File: config.mk
export PLATFORM = sky130hd
export DESIGN_NAME = key_event_scheduler
export DESIGN_NICKNAME = d
export VERILOG_FILES = /design/src/rtl/key_event_scheduler.sv
export SDC_FILE = /design/constraint.sdc
export NUM_CORES = 1
export LEC_CHECK = 0
export BUFFER_PORTS_ARGS = -buffer_cell sky130_fd_sc_hd__buf_2
export CAP_MARGIN = 40
export CORE_ASPECT_RATIO = 0.8
export CORE_MARGIN = 8
export CORE_UTILIZATION = 30
export DETAILED_ROUTE_END_ITERATION = 16
export PLACE_DENSITY = 0.49
export SLEW_MARGIN = 20
export SYNTH_ARGS = -nofsm -noshare
export SYNTH_HDL_FRONTEND = slang
export SYNTH_SLANG_ARGS = --single-unit
File: constraint.sdc
create_clock -name clk -period 3.87 [get_ports clk]
set_input_delay 0.5805 -clock clk [delete_from_list [all_inputs] [get_ports clk]]
set_output_delay 0.5805 -clock clk [all_outputs]
set_load 0.01 [all_outputs]
File: src/rtl/key_event_scheduler.sv
// key_event_scheduler
//   Turns debounced active-low key levels into one press event per press,
//   arbitrates the keys round-robin onto a single event channel, queues the
//   events in a small FIFO and hands them to a consumer over valid/ready.
//   A sticky ovf flag records that at least one event was merged away.
//
//   Optional macro KEY_AUTO_REPEAT_EN: per-key hold counters generate
//   auto-repeat events (evt_repeat = 1) while a key stays held. Without the
//   macro no counters exist and evt_repeat is constant 0.
//
// Ports
//   clk        system clock
//   rst        synchronous reset, active-high
//   key_db_n   debounced key levels, 0 = pressed (synchronous to clk)
//   evt_valid  FIFO head holds an event
//   evt_ready  consumer takes the head event this cycle
//   evt_code   key index of the head event
//   evt_repeat head event is an auto-repeat
//   fifo_level number of stored events
//   ovf        sticky lost-event flag
//   ovf_clr    clears ovf (a simultaneous new overflow wins)
module key_event_scheduler #(
   parameter int NUM_KEYS      = 3,
   parameter int CODE_W        = 2,
   parameter int FIFO_DEPTH    = 4,
   parameter int HOLD_CYCLES   = 25000000,
   parameter int REPEAT_CYCLES = 5000000
) (
   input  logic                          clk,
   input  logic                          rst,
   input  logic [NUM_KEYS-1:0]           key_db_n,
   output logic                          evt_valid,
   input  logic                          evt_ready,
   output logic [CODE_W-1:0]             evt_code,
   output logic                          evt_repeat,
   output logic [$clog2(FIFO_DEPTH):0]   fifo_level,
   output logic                          ovf,
   input  logic                          ovf_clr
);
   localparam int AW = $clog2(FIFO_DEPTH);
   localparam int LW = $clog2(NUM_KEYS);

   generate
      if (NUM_KEYS < 2 || NUM_KEYS > 8 || (1 << CODE_W) < NUM_KEYS ||
          FIFO_DEPTH < 2 || (FIFO_DEPTH & (FIFO_DEPTH - 1)) != 0 ||
          REPEAT_CYCLES < 1 || HOLD_CYCLES < REPEAT_CYCLES) begin : g_bad_param
         $error("key_event_scheduler: illegal parameter combination");
      end
   endgenerate

   logic [NUM_KEYS-1:0] key_r;
   logic [NUM_KEYS-1:0] lock;      // key was held through reset; ignore until released
   logic [NUM_KEYS-1:0] press;
   logic [NUM_KEYS-1:0] rpt_fire;
   logic [NUM_KEYS-1:0] evt_in;
   logic [NUM_KEYS-1:0] pending;
   logic [NUM_KEYS-1:0] gnt_vec;
   logic [LW-1:0]       last_grant;
   logic [LW-1:0]       gnt_idx;
   logic                gnt_vld;
   logic                pop;
   logic                can_push;
   logic                ovf_set;

   logic [CODE_W-1:0]   mem_code [FIFO_DEPTH];
   logic [AW-1:0]       wr_ptr;
   logic [AW-1:0]       rd_ptr;
   logic [AW:0]         count;

   // key_r restarts released, so a key still held when reset lifts would look
   // like a fresh press; lock masks it until the key is seen released.
   assign press  = key_r & ~key_db_n & ~lock;
   assign evt_in = press | rpt_fire;

   always_ff @(posedge clk) begin
      if (rst) begin
         key_r <= '1;
         lock  <= ~key_db_n;
      end else begin
         key_r <= key_db_n;
         lock  <= lock & ~key_db_n;
      end
   end

   // FIFO status; depth is a power of two so the MSB of count means full
   assign evt_valid  = (count != '0);
   assign fifo_level = count;
   assign evt_code   = mem_code[rd_ptr];
   assign pop        = evt_valid & evt_ready;
   assign can_push   = ~count[AW] | pop;

   // Round-robin: first pending key searching upward from last_grant+1
   always_comb begin
      gnt_vld = 1'b0;
      gnt_idx = last_grant;
      for (int k = 1; k <= NUM_KEYS; k++) begin
         int idx;
         idx = int'(last_grant) + k;
         if (idx >= NUM_KEYS) idx = idx - NUM_KEYS;
         if (!gnt_vld && can_push && pending[idx]) begin
            gnt_vld = 1'b1;
            gnt_idx = LW'(idx);
         end
      end
   end

   always_comb begin
      gnt_vec = '0;
      if (gnt_vld) gnt_vec[gnt_idx] = 1'b1;
   end

   // A new event on a key that stays pending is merged, i.e. lost
   assign ovf_set = |(evt_in & pending & ~gnt_vec);

   always_ff @(posedge clk) begin
      if (rst) begin
         pending    <= '0;
         last_grant <= LW'(NUM_KEYS - 1);
         ovf        <= 1'b0;
      end else begin
         pending <= (pending & ~gnt_vec) | evt_in;
         if (gnt_vld) last_grant <= gnt_idx;
         if (ovf_set)      ovf <= 1'b1;
         else if (ovf_clr) ovf <= 1'b0;
      end
   end

   // Push at full is legal only alongside a pop; the write then lands in
   // the slot being vacated, since wr_ptr == rd_ptr.
   always_ff @(posedge clk) begin
      if (rst) begin
         wr_ptr <= '0;
         rd_ptr <= '0;
         count  <= '0;
         for (int i = 0; i < FIFO_DEPTH; i++) mem_code[i] <= '0;
      end else begin
         if (gnt_vld) begin
            mem_code[wr_ptr] <= CODE_W'(gnt_idx);
            wr_ptr           <= wr_ptr + AW'(1);
         end
         if (pop) rd_ptr <= rd_ptr + AW'(1);
         if (gnt_vld && !pop)      count <= count + (AW+1)'(1);
         else if (!gnt_vld && pop) count <= count - (AW+1)'(1);
      end
   end

`ifdef KEY_AUTO_REPEAT_EN
   localparam int MAXC   = (HOLD_CYCLES > REPEAT_CYCLES) ? HOLD_CYCLES : REPEAT_CYCLES;
   localparam int CNT_W  = $clog2(MAXC + 1);
   localparam logic [CNT_W-1:0] FIRE_AT = CNT_W'(HOLD_CYCLES - 1);
   // Reloading to HOLD-REPEAT makes the next fire REPEAT cycles later
   localparam logic [CNT_W-1:0] RELOAD  = CNT_W'(HOLD_CYCLES - REPEAT_CYCLES);

   logic [NUM_KEYS-1:0] pend_rep;
   logic                mem_rep [FIFO_DEPTH];

   for (genvar g = 0; g < NUM_KEYS; g++) begin : g_key
      logic [CNT_W-1:0] hold_cnt;
      logic             run;

      assign run         = ~key_db_n[g] & ~press[g] & ~lock[g];
      assign rpt_fire[g] = run & (hold_cnt == FIRE_AT);

      always_ff @(posedge clk) begin
         if (rst || !run)  hold_cnt <= '0;
         else if (rpt_fire[g]) hold_cnt <= RELOAD;
         else              hold_cnt <= hold_cnt + CNT_W'(1);
      end
   end

   // Flag follows the most recent event merged into the pending bit
   always_ff @(posedge clk) begin
      if (rst) begin
         pend_rep <= '0;
      end else begin
         for (int i = 0; i < NUM_KEYS; i++) begin
            if (evt_in[i])       pend_rep[i] <= rpt_fire[i];
            else if (gnt_vec[i]) pend_rep[i] <= 1'b0;
         end
      end
   end

   always_ff @(posedge clk) begin
      if (rst) begin
         for (int i = 0; i < FIFO_DEPTH; i++) mem_rep[i] <= 1'b0;
      end else if (gnt_vld) begin
         mem_rep[wr_ptr] <= pend_rep[gnt_idx];
      end
   end

   assign evt_repeat = mem_rep[rd_ptr];
`else
   assign rpt_fire   = '0;
   assign evt_repeat = 1'b0;
`endif

endmodule

---- Word level (Yosys, flattened, before mapping) ----
Memory sizes are Yosys's and may differ from the RTL's. A register that Yosys moved wholly into a read port is not among the register bits.
Cells that the tools add are included.
word-level totals
  register bits after elaboration ......... 19
  memory bits (writable) .................. 8
  bits of input ports ..................... 7
  output and inout port bits .............. 8
  logic and storage cells ................. 93
  memories ................................ 1
operators by class
  add/sub/neg operators ................... 10
  magnitude comparators ................... 8
  mux-type cells .......................... 36
  bitwise gates (word level) .............. 13
  reduce and logical (&&, ||, !) cells .... 17
memory list
  memory    depth  bits a word  rd ports  clocked after memory_dff  wr ports  RTL line  text
  mem_code  4      2            1         1                         4         65        logic [CODE_W-1:0] mem_code [FIFO_DEPTH];
operators by type and width
  operator               number
  $lt A32 B4 Y1 const B  3
  $mux W32               3
  $and A3 B3 Y3          6
  $mux W1                18
  $mux W2                7
  $mux W3                4
  $sub A3 B2 Y4 const B  3
  $ge A3 B2 Y1 const B   3
  $not A3 Y3             3
  $logic_and A1 B1 Y1    8
  $add A2 B2 Y3 const B  2
  $bmux W1 S2            3
  $add A2 B1 Y2 const B  2
  $logic_not A1 Y1       4
  $reduce_bool A2 Y1     2
  $add A2 B1 Y3 const B  1
  $add A3 B1 Y3 const B  1
  $lt A2 B3 Y1 const B   1
  $or A3 B3 Y3           1
  $reduce_bool A3 Y1     1
  $reduce_or A3 Y1       1
  $sub A3 B1 Y3 const B  1
  $demux W1 S2           1
  $ge A2 B1 Y1 const B   1
  other kinds (4)        4

---- Logic depth before layout (Yosys ltp) ----
  depth after elaboration ................. 25
  mapped depth ............................ 14
  gate-level depth less buffers ........... 12

---- Worst setup path after synthesis ----
Ideal clock, no wire load.
  kind .................................... register to register
  start point ............................. register last_grant[0]
  end point ............................... register count[2], in the netlist fifo_level[2]
  library setup time ...................... 0.071 ns
  arrival time ............................ 2.828 ns
  data required time ...................... 3.799 ns
  setup slack ............................. 0.971 ns
  stages on the path, launching flop included .. 15
  buffers on the path ..................... 2
  period minus slack after synthesis ...... 2.899 ns
  cell sequence ........................... dfxtp_1 > clkbuf_1 > inv_1 > ha_1 > buf_6 > mux2i_2 > o22ai_2 > o31ai_4 > inv_2 > ha_1 > inv_1 > fa_1 > xor2_1 > or3_1 > a21oi_1
between the ends
  word-level cells in the longest chain between the ends .. 19
  elaborated cells on any way between the ends .. 36
  those cells by class .................... add/sub: 6; order compare: 3; mux: 16; reduce/logical: 11
ends and longest elaborated chain
  element                                        RTL line  text
  from (decl)                                    58        logic [LW-1:0] last_grant;
  from (signal assigned)                         118       last_grant <= LW'(NUM_KEYS - 1);
  from (signal assigned)                         122       if (gnt_vld) last_grant <= gnt_idx;
  $add A2 B1 Y3                                  98        idx = int'(last_grant) + k;
  $sub A3 B2 Y4 or $ge A3 B2 Y1 (tied branches)  99        if (idx >= NUM_KEYS) idx = idx - NUM_KEYS;
  $mux W32                                       99
  $bmux W1 S2                                    100       if (!gnt_vld && can_push && pending[idx]) begin
  $mux W1 (implied by the code) (2 in a row)     100
  $logic_and A1 B1 Y1                            100
  $mux W1                                        100
  $logic_not A1 Y1                               100
  $logic_and A1 B1 Y1 (2 in a row)               100
  $mux W1                                        100
  $logic_not A1 Y1                               100
  $logic_and A1 B1 Y1 (2 in a row)               100
  $mux W1 (*)                                    100
  via gnt_vld                                    60        logic gnt_vld;
  $logic_not A1 Y1                               143       else if (!gnt_vld && pop) count <= count - (AW+1)'(1);
  $logic_and A1 B1 Y1                            143
  $reduce_bool A2 Y1 (no source line)            --
  to (signal assigned)                           142       if (gnt_vld && !pop) count <= count + (AW+1)'(1);
  to (signal assigned)                           143
  to (decl)                                      68        logic [AW:0] count;
Mark *: on every way through the listed nets, which the timed path passes. The rest lies on a longest branch. The select of a mux whose other input is x is not followed.
A chain may end at the register's enable or synchronous reset.

---- Worst setup path after layout ----
Ends and elaborated chain as after synthesis.

==> key figures <==
Outcome
  – Result of the run: finished, final reports clean

STA
  – Setup repair after global routing missed its margin: false
  – Hold Fails Final Rpt: 0
  – Max Clk Rate: 319 MHz
  – Clk_skew: 2.98 ps
  – Count of final max-slew check failures: 0
  – Total Negative Setup Slacks: 0 ps
  – Tmin final: 3130 ps
  – Period utilization: 81.0%
  – Final setup violation count: 0

Power and ir drop
  – Clock share of power: 17.6%
  – Part of the power in combinational logic: 46.3%
  – Post-layout total power: 1.24 mW
  – Internal portion of total power: 763 uW
  – Leakage power summed over all cells: 0.668 nW
  – Power per standard cell area: 747 nW/um^2
  – P_sw: 479 uW
  – Worst IR Drop VDD: 223 uV
  – Net switching share of the total power: 38.5%
  – Register share of total power: 36.1%

GRT
  – Number of antenna violations at the first check in global routing: 0
  – Via count of the first global-routing pass: 1108
  – Global-route wire length before repair: 5020 microns
  – Met1 Resource Use GR: 9.61%
  – Met2 Resource Use GR: 13.7%
  – Tot GR Track Use: 8.42%
  – Met3 Use GR: 3.77%
  – Largest net degree at the start of global routing: 27
  – GRT busiest layer: met2
  – Global route total overflow: 0

Clocking
  – CTS tree: done
  – TritonCTS Sinks: 29
  – Clock H-tree levels: 2
  – Clock latency reported for the late side of the worst-skew pair: 270 ps
  – Clock Pin Slew Worst Setup and Hold Paths: 60 ps
  – Postcts setup bufs: 0
  – Largest buffer count on any clock path: 2
  – Post_cts resized: 0
  – Number of buffers inserted for hold repair after clock tree synthesis: 0
  – Root buffer cell: sky130_fd_sc_hd__clkbuf_8
  – Number of clock buffers inserted by TritonCTS: 5

Synthesis
  – Adder and majority gate portion of the synthesized area: 4.73%
  – Post-synthesis share of cell area spent on and, or, nand and nor gates: 18.0%
  – Register area share after synthesis: 44.6%
  – Syn avg cell area: 10.1 sq um
  – Number of nets produced by synthesis: 159
  – Mapped Cells: 147
  – EDFF count, synth: 8
  – Xor-xnor portion of the synthesized cell area: 3.55%
  – Number of distinct library cells after synthesis: 50
  – Dominant combinational cell family by area after synthesis: simple AND/OR/NAND/NOR gates
  – Mux cell area share after synthesis: 6.00%
  – Number of flip-flops and latches in the synthesized netlist: 29
  – Predominant post-synthesis flop cell: sky130_fd_sc_hd__dfxtp_1
  – Async set-or-reset flop fraction in the synthesized netlist: 0%
  – Yosys synthesis warning count: 0
  – Fraction of the mapped netlist area in compound gates: 17.8%
  – Post-Syn Area: 1480 sq um

Critical path
  – Cell repeated most along the worst path: sky130_fd_sc_hd__inv_1
  – Required time worst endpoint: 4070 ps
  – Nature of the critical path startpoint: flop
  – Number of buffer and inverter instances along the worst setup path: 4
  – Critical path capture point type: flop
  – Number of cells on the worst reg-to-reg path: 12
  – Number of cells on the critical path: 12
  – Largest delay share family, worst path: adder cells
  – Category of the most critical setup path: flop to flop
  – Crit-path max cell delay: 490 ps
  – Crit-path cells: inv_1, ha_1, inv_1, o22ai_2, o31ai_4, inv_2, ha_1, inv_1, fa_1, xor2_1, or3_1, a21oi_1
  – Arrival time worst endpoint: 3330 ps
  – Cell with the biggest individual delay on the critical path: sky130_fd_sc_hd__dfxtp_1
  – Maximum fanout count along the critical path: 10

Route
  – Drt total wl: 2870 microns
  – DRT iter0 DRCs: 56
  – Wire length per cell: 12.9 microns
  – Remaining design rule violation count: 0
  – First drt pass iteration count: 5
  – Remaining number of nets flagged by the antenna check after routing: 0
  – Drt via density: 4.82
  – Overall via count from detail_route: 1071

Place
  – Hpwl dp: 2210 microns
  – Routability-driven placement congestion ratio: 0.885
  – Port Buffer Count: 13

Floorplanning
  – Number of top-level design ports: 15
  – Placeable core region: 4890 sq um
  – DIE HEIGHT: 78.9 microns
  – Placement Rows: 23
  – Die width: 94.6 microns
  – Initial Util: 30.3%
  – Overall die area: 7460 sq um

Run
  – Number of max-cap violations: 0

Final layout
  – Most frequent standard cell in the layout excluding fill and tap cells: sky130_fd_sc_hd__nor2_1
  – Area delta synth->final: 12.2%
  – Most frequent cells in the layout: sky130_fd_sc_hd__nor2_1, sky130_fd_sc_hd__dfxtp_1, sky130_fd_sc_hd__buf_2, sky130_fd_sc_hd__inv_1, sky130_fd_sc_hd__edfxtp_1
  – Fraction of final layout cells sized beyond drive strength 1: 23.8%
  – Post-layout net count: 172
  – Antenna diode count: 0

Hold path
  – Worst min path class: flop to flop
  – Hold Path Cell Cnt: 2
per-layer routing:
metal  wire length (microns)  part of all wire [%]
met1                    1320                    46
met2                    1330                    46
met3                     201                   7.0
met4                      16                  0.56
met5                       0                     0
state kept, by name (all words and copies together), names as in the netlist, named ones only:
name and flops:
mem_code 8, fifo_level 3, key_r 3, lock 3, pending 3, last_grant 2, rd_ptr 2, wr_ptr 2
ovf 1
power by group through the flow:
stage / Sequential, mW / Combinational [mW] / Clock [mW]
after floorplan: 0.433 / 0.481 / 0
after global placement: 0.451 / 0.558 / 0
after detailed placement: 0.455 / 0.575 / 0
after CTS: 0.448 / 0.577 / 0.229
after global routing: 0.461 / 0.639 / 0.244
final: 0.448 / 0.575 / 0.218
final timing paths:
check	start	end	slack, ps
setup / recovery	last_grant[0]	fifo_level[2]	740
hold / removal	lock[0]	lock[0]	460
setup reg to reg	last_grant[0]	fifo_level[2]	740
hold reg to reg	lock[0]	lock[0]	460
cells in the mapped netlist, types with 3 or more instances:
cell,count,area share (%)
sky130_fd_sc_hd__nor2_1,22,5.6
sky130_fd_sc_hd__dfxtp_1,21,28
sky130_fd_sc_hd__inv_1,9,2.3
sky130_fd_sc_hd__edfxtp_1,8,16
sky130_fd_sc_hd__a21oi_1,5,1.7
sky130_fd_sc_hd__clkbuf_1,5,1.3
sky130_fd_sc_hd__nand2_1,5,1.3
sky130_fd_sc_hd__o21ai_0,5,1.7
sky130_fd_sc_hd__xor2_1,5,3.0
sky130_fd_sc_hd__ha_1,4,3.4
sky130_fd_sc_hd__nand2b_1,4,1.7
sky130_fd_sc_hd__or2_2,4,1.7
sky130_fd_sc_hd__mux2i_1,3,2.0
sky130_fd_sc_hd__nand3_1,3,1.0
per-stage QoR:
stage | hold WS [ps] | worst slack (ps) | instances | cell area (sq um) | util [%]
after detailed placement | 452 | 769 | 215 | 1590 | 32.4
after CTS | 464 | 751 | 222 | 1660 | 34.0
after global routing | 490 | 532 | 222 | 1660 | 34.0
after floorplan | 433 | 971 | 147 | 1480 | -
after global placement | 446 | 893 | 215 | 1590 | 32.4
final | 460 | 736 | 222 | 1660 | 34.0
kinds of logic after synthesis:
logic type / count (synthesis)
buffers and inverters: 17
xor gates and xnor gates: 6
other: 1
and+or+nand+nor: 51
muxes: 6
DFF: 29
adders and majority gates: 5
AOI/OAI and AO/OA: 32
worst register-to-register path, cell delays in order, from the launching register on:
cell and delay [ps]:
sky130_fd_sc_hd__dfxtp_1 490, sky130_fd_sc_hd__inv_1 110, sky130_fd_sc_hd__ha_1 490, sky130_fd_sc_hd__inv_1 170
sky130_fd_sc_hd__o22ai_2 320, sky130_fd_sc_hd__o31ai_4 140, sky130_fd_sc_hd__inv_2 130, sky130_fd_sc_hd__ha_1 190
sky130_fd_sc_hd__inv_1 60, sky130_fd_sc_hd__fa_1 370, sky130_fd_sc_hd__xor2_1 150, sky130_fd_sc_hd__or3_1 300
sky130_fd_sc_hd__a21oi_1 150
final cells by class:
class	instances	area, sq um
multi-input combinational	101	746
tap	62	77.6
sequential	29	661
clock buffer	6	72.6
clock inverter	1	3.75
inverter	10	37.5
timing repair buffer	13	65.1
fill	518	3230
Note: power is estimated with default switching activity, not from simulation.
